==> src/rtl/bit_clk_pkg.sv <==
// Shared constants and state type for the bit-clock link (transmitter and recovery).
package bit_clk_pkg;

    localparam int DEF_CLK_LEN = 16;
    localparam int MIN_PERIOD  = 2;

    typedef enum logic [1:0] {
        IDLE = 2'd0,
        PRE  = 2'd1,
        DATA = 2'd2
    } tx_state_t;

endpackage

==> src/rtl/bit_timer.sv <==
// Bit-period counter: counts 0..period-1 while running, restartable on frame load.
// Latency: flags are combinational from the registered count; no backpressure.
module bit_timer
    import bit_clk_pkg::*;
#(
    parameter int CLK_LEN = DEF_CLK_LEN
) (
    input  logic               clk_i,
    input  logic               rst_ni,
    input  logic               restart_i,
    input  logic               run_i,
    input  logic [CLK_LEN-1:0] period_i,
    output logic               first_o,
    output logic               last_o
);

    logic [CLK_LEN-1:0] cnt_q;

    assign first_o = (cnt_q == '0);
    assign last_o  = (cnt_q == period_i - 1'b1);

    always_ff @(posedge clk_i or negedge rst_ni) begin
        if (!rst_ni) begin
            cnt_q <= '0;
        end else if (restart_i) begin
            cnt_q <= '0;
        end else if (run_i) begin
            // period is clamped to >= 2 upstream, so the wrap never overflows
            cnt_q <= last_o ? '0 : cnt_q + 1'b1;
        end
    end

endmodule

==> src/rtl/bit_stream_tx.sv <==
// NRZ serializer, MSB first, programmable bit period; optional preamble via PREAMBLE_EN.
// Latency: first bit on signal_out one cycle after accept. Backpressure: data_ready only in IDLE or last cycle of last bit.
module bit_stream_tx
    import bit_clk_pkg::*;
#(
    parameter int CLK_LEN = DEF_CLK_LEN,
    parameter int DATA_W  = 8
`ifdef PREAMBLE_EN
    ,
    parameter int PRE_LEN = 8
`endif
) (
    input  logic               clk_300M,
    input  logic               rst_n,
    input  logic [CLK_LEN-1:0] bit_period,
    input  logic [DATA_W-1:0]  data_in,
    input  logic               data_valid,
    output logic               data_ready,
    output logic               signal_out,
    output logic               bit_strobe,
    output logic               busy
);

    localparam int IDX_W = (DATA_W > 1) ? $clog2(DATA_W) : 1;

    tx_state_t          state_q;
    logic [DATA_W-1:0]  sh_q;
    logic               line_q;
    logic [CLK_LEN-1:0] period_l_q;
    logic [CLK_LEN-1:0] period_l_d;
    logic [IDX_W-1:0]   bit_idx_q;
    logic               ready_en_q;
    logic               tmr_first;
    logic               tmr_last;
    logic               last_data_bit;
    logic               accept;

`ifdef PREAMBLE_EN
    localparam int PRE_W = (PRE_LEN > 1) ? $clog2(PRE_LEN) : 1;
    logic [PRE_W-1:0]   pre_idx_q;
`endif

    assign period_l_d    = (bit_period < CLK_LEN'(MIN_PERIOD)) ? CLK_LEN'(MIN_PERIOD) : bit_period;
    assign last_data_bit = (state_q == DATA) && tmr_last && (bit_idx_q == IDX_W'(DATA_W - 1));
    // ready_en_q keeps data_ready low through reset and the first edge after release
    assign data_ready    = ready_en_q && ((state_q == IDLE) || last_data_bit);
    assign accept        = data_valid && data_ready;
    assign busy          = (state_q != IDLE);
    assign bit_strobe    = busy && tmr_first;
    assign signal_out    = line_q;

    bit_timer #(
        .CLK_LEN (CLK_LEN)
    ) u_timer (
        .clk_i     (clk_300M),
        .rst_ni    (rst_n),
        .restart_i (accept),
        .run_i     (busy),
        .period_i  (period_l_q),
        .first_o   (tmr_first),
        .last_o    (tmr_last)
    );

    always_ff @(posedge clk_300M or negedge rst_n) begin
        if (!rst_n) begin
            state_q    <= IDLE;
            sh_q       <= '0;
            line_q     <= 1'b0;
            period_l_q <= CLK_LEN'(MIN_PERIOD);
            bit_idx_q  <= '0;
            ready_en_q <= 1'b0;
`ifdef PREAMBLE_EN
            pre_idx_q  <= '0;
`endif
        end else begin
            ready_en_q <= 1'b1;
            if (accept) begin
                period_l_q <= period_l_d;
                bit_idx_q  <= '0;
`ifdef PREAMBLE_EN
                state_q    <= PRE;
                sh_q       <= data_in;
                line_q     <= 1'b1;
                pre_idx_q  <= '0;
`else
                state_q    <= DATA;
                sh_q       <= {data_in[DATA_W-2:0], 1'b0};
                line_q     <= data_in[DATA_W-1];
`endif
            end else if (busy && tmr_last) begin
                case (state_q)
`ifdef PREAMBLE_EN
                    PRE: begin
                        if (pre_idx_q == PRE_W'(PRE_LEN - 1)) begin
                            state_q <= DATA;
                            line_q  <= sh_q[DATA_W-1];
                            sh_q    <= {sh_q[DATA_W-2:0], 1'b0};
                        end else begin
                            line_q    <= ~line_q;
                            pre_idx_q <= pre_idx_q + 1'b1;
                        end
                    end
`endif
                    DATA: begin
                        // at frame end the line keeps its last level in IDLE
                        if (bit_idx_q == IDX_W'(DATA_W - 1)) begin
                            state_q <= IDLE;
                        end else begin
                            bit_idx_q <= bit_idx_q + 1'b1;
                            line_q    <= sh_q[DATA_W-1];
                            sh_q      <= {sh_q[DATA_W-2:0], 1'b0};
                        end
                    end
                    default: state_q <= IDLE;
                endcase
            end
        end
    end

endmodule

==> config.mk <==
export PLATFORM = sky130hd
export DESIGN_NAME = bit_stream_tx
export DESIGN_NICKNAME = d
export VERILOG_FILES = /design/src/rtl/bit_clk_pkg.sv /design/src/rtl/bit_timer.sv /design/src/rtl/bit_stream_tx.sv
export SDC_FILE = /design/constraint.sdc
export NUM_CORES = 1
export LEC_CHECK = 0
export CORE_AREA = 2 2 101 103
export CTS_CLUSTER_DIAMETER = 30
export DETAILED_ROUTE_END_ITERATION = 16
export DIE_AREA = 0 0 103 105
export PLACE_DENSITY = 0.47
export SLEW_MARGIN = 20
export SYNTH_ARGS = -nofsm -noshare
export SYNTH_HDL_FRONTEND = slang
export SYNTH_SLANG_ARGS = --single-unit
==> constraint.sdc <==
create_clock -name clk_300M -period 5.5 [get_ports clk_300M]
set_input_delay 1.375 -clock clk_300M [delete_from_list [all_inputs] [get_ports clk_300M]]
set_output_delay 1.375 -clock clk_300M [all_outputs]
set_load 0.05 [all_outputs]
==> flow_summary.toml, run 1 <==
[setup_path]
cp.required_ps = 4120
cp_data_arrival_time_ps = 3620
start_kind = "register"
reg2reg_setup_slack_ps = 2030
r2r_end = "sh_q[4]"
crit_chain = "inv_1 > ha_1 > nor2b_1 > o41ai_2 > o31a_1 > o211ai_1 > or4_4 > or3_1 > o21ai_0 > and2_1 > dlymetal6s2s_1"
slowest_delay_ps = 440
path_class = "register to output pin"
worstRegToRegCells = 10
slowest_stage = "dfrtp_1"
worstPathMaxFanout = 12
cp-end-kind = "output pin"
r2r_start = "period_l_q[0]"

[global_route]
grt_usage_pct = 11.9
grt_max_degree = 46
grt_pass1_vias = 1983
grt_pass1_wl_um = 10100
antenna_found_initial = 0
grt_overflow = 0

[synth]
async_reset_ff_share_pct = 100
yosys.area.top_type_share_pct = 38.9
ys.flop_type = "dfrtp_1"
synth_area_leaders = "dfrtp_1, mux2_2, mux2_1"
seq_area_frac_synth_pct = 39.8
netlist_area_um2 = 2830
synth_fp_nets = 312
synth_top_area_cell = "dfrtp_1"
synth_edf_count = 0
yosysUniqueCellTypes = 53
yosysWarnings = 0
syn_inst = 280
avgSynthCellArea_um2 = 10.1
yosys_register_bits = 45

[cells_and_area]
final_cell_mix = "dfrtp_1, clkdlybuf4s50_1, a21oi_1, mux2_2, nand2_1"
syn_to_final_growth_pct = 18.1
final_layout_size_suffix_gt1_share_pct = 15.5
fin_nets = 340
fillers = 1038
antenna_cells = 0
layout_commonest_cell = "dfrtp_1"
stdcell_count = 442
seqCellArea_um2 = 1130
multiInputGateArea_um2 = 1590

[clock_network]
cts_buffer_depth = 2
cts.sinks = 45
cts_made_buffers = 5
cts-htree-levels = 2
cts_root_buf = "clkbuf_8"
cts_hold_buffers = 0
cts_tree = "built"
clk_latency_ps = 310
clk_pin_slew_ps = 90

[place]
port_buffers = 30
place_hpwl_um = 4500
placed_cells_incl_taps = 429
place.gp.congestion = 0.852

[die]
start_util_pct = 29.4
die_h_um = 105
dieArea_um2 = 10800
dieWidth_um = 103
pin_count = 31
row_count = 36
fp.coreArea_um2 = 9640

[flow_run]
drv_cap = 0

[timing]
setup_viol_count_final = 0
drv_slew = 0
rsz0062_at_grt = "false"
slew_headroom_pct = 61.1
post-route-period-util_pct = 90.8
fin_worst_skew_ps = 6.52
hold_violations = 0
max_freq_mhz = 200
fin_crit_ps = 4990
tns_ps = 0
tightest_slew_ps = 583

[drt]
viasPerCell = 4.89
drt_pass1_iterations = 4
wirelength_um = 6250
postRouteAntennaNets = 0
routedWlPerCell_um = 14.1
drc = 0
vias = 2162
drtIter0Drc = 89

[min_path]
hold_path_end = "period_l_q[15]"
hold_depth = 1
hold_path_class = "register to register"
hold_path_startpoint = "period_l_q[15]"

[power_and_ir_drop]
leakage_uw = 0.00146
power_density_nw_per_um2 = 310
ir_drop_v = 0.000115

[outcome]
status = "finished clean"
[cell families after synthesis]
kind of cell	Yosys count	synth area share (%)
flip-flops	45	39.8
other	1	0.132
buffers and inverters	23	4.11
AND/OR/NAND/NOR	92	19.8
AO/OA/AOI/OAI	58	13.4
multiplexers	35	14.0
adder cells (fa/ha/maj)	5	2.21
XOR/XNOR	21	6.50
[cell usage after synthesis, types with 2 or more instances]
cell / n
buf_6: 3
ha_1: 5
mux2_1: 10
nor3_1: 4
nor4_1: 7
mux2_4: 2
nand2b_1: 12
a21o_1: 2
mux2i_1: 5
nor2_1: 10
dfrtp_1: 44
o21ai_0: 6
a21oi_1: 20
xnor2_1: 12
xor2_1: 9
nand2_1: 17
clkbuf_1: 10
a22o_1: 2
and3_1: 8
o2bb2ai_1: 2
nor4_4: 2
mux2_2: 18
nand4_1: 5
inv_1: 8
buf_4: 2
nand3_1: 8
a211oi_1: 2
o211ai_1: 2
nor3_2: 2
or4_4: 2
nor4b_1: 2
a31oi_1: 13
o31a_1: 2
nor2b_1: 3
[layout make-up]
class	count	share of cell area, %
Clock buffer	5	2.06
Clock inverter	3	0.524
Inverter	8	0.898
Multi-Input combinational cell	212	47.5
Sequential cell	45	33.7
Tap cell	133	4.98
Timing Repair Buffer	36	10.3
[power by group]
group	internal, uW	switching (uW)	total (uW)
Clock	87.9	120	208
Combinational	178	148	327
Sequential	397	105	503
[worst max-delay path by stage]
stage                  startpoint          to  cells past startpoint
floorplan           period_l_q[1]  data_ready                     10
global placement    period_l_q[3]  data_ready                      9
detailed placement  period_l_q[3]  data_ready                      9
CTS                 period_l_q[3]  data_ready                      9
global route        period_l_q[0]  data_ready                     11
finish              period_l_q[0]  data_ready                     11
[repair_timing]
| action | 4_1_cts | 5_1_grt |
|---|---|---|
| gates resized for setup | 0 | 1 |
| endpoints found under the setup margin | 0 | 1 |
| buffers inserted | 0 | 5 |
[per-layer routing]
| layer | share of wire [%] | vias up | global-route usage, % |
|---|---|---|---|
| li1 | - | 1079 | - |
| met1 | 52 | 1043 | 17.7 |
| met2 | 43 | 33 | 17.1 |
| met3 | 3.6 | 7 | 2.21 |
| met4 | 1.2 | 0 | 3.95 |
| met5 | 0 | - | 0 |
[registers in the layout, indices dropped and copies added (netlist names)]
register,count
period_l_q,16
bit_idx_q,3
state_q,1
u_timer.cnt_q,16
signal_out,1
sh_q,7
ready_en_q,1
[critical path, delay by kind of cell, from the launching register on]
family	cells	cell delay, ps
compound gates	4	810
fa+ha+maj	1	440
buf+inv	2	510
flops	1	440
simple gates	4	1100
[per-stage QoR]
stage | hold WS [ps] | area [um^2] | total power [uW] | utilization [%] | setup slack (ps)
detailed placement | 507 | 3210 | 823 | 33.3 | 401
global route | 553 | 3340 | 1110 | 34.7 | 279
floorplan | 480 | 2830 | 735 | - | 1280
global placement | 499 | 3210 | 819 | 33.3 | 462
finish | 519 | 3340 | 1040 | 34.7 | 507
CTS | 529 | 3300 | 1040 | 34.2 | 23.1
Note: power is estimated with default switching activity, not from simulation.
==> run 2: changes to the inputs <==
--- a/config.mk
+++ b/config.mk
@@ -14,3 +14,4 @@
 export SYNTH_ARGS = -nofsm -noshare
 export SYNTH_HDL_FRONTEND = slang
 export SYNTH_SLANG_ARGS = --single-unit
+export TNS_END_PERCENT = 1
==> results of run 2 <==
Final layout, timing and power as in run 1 (identical DEF).
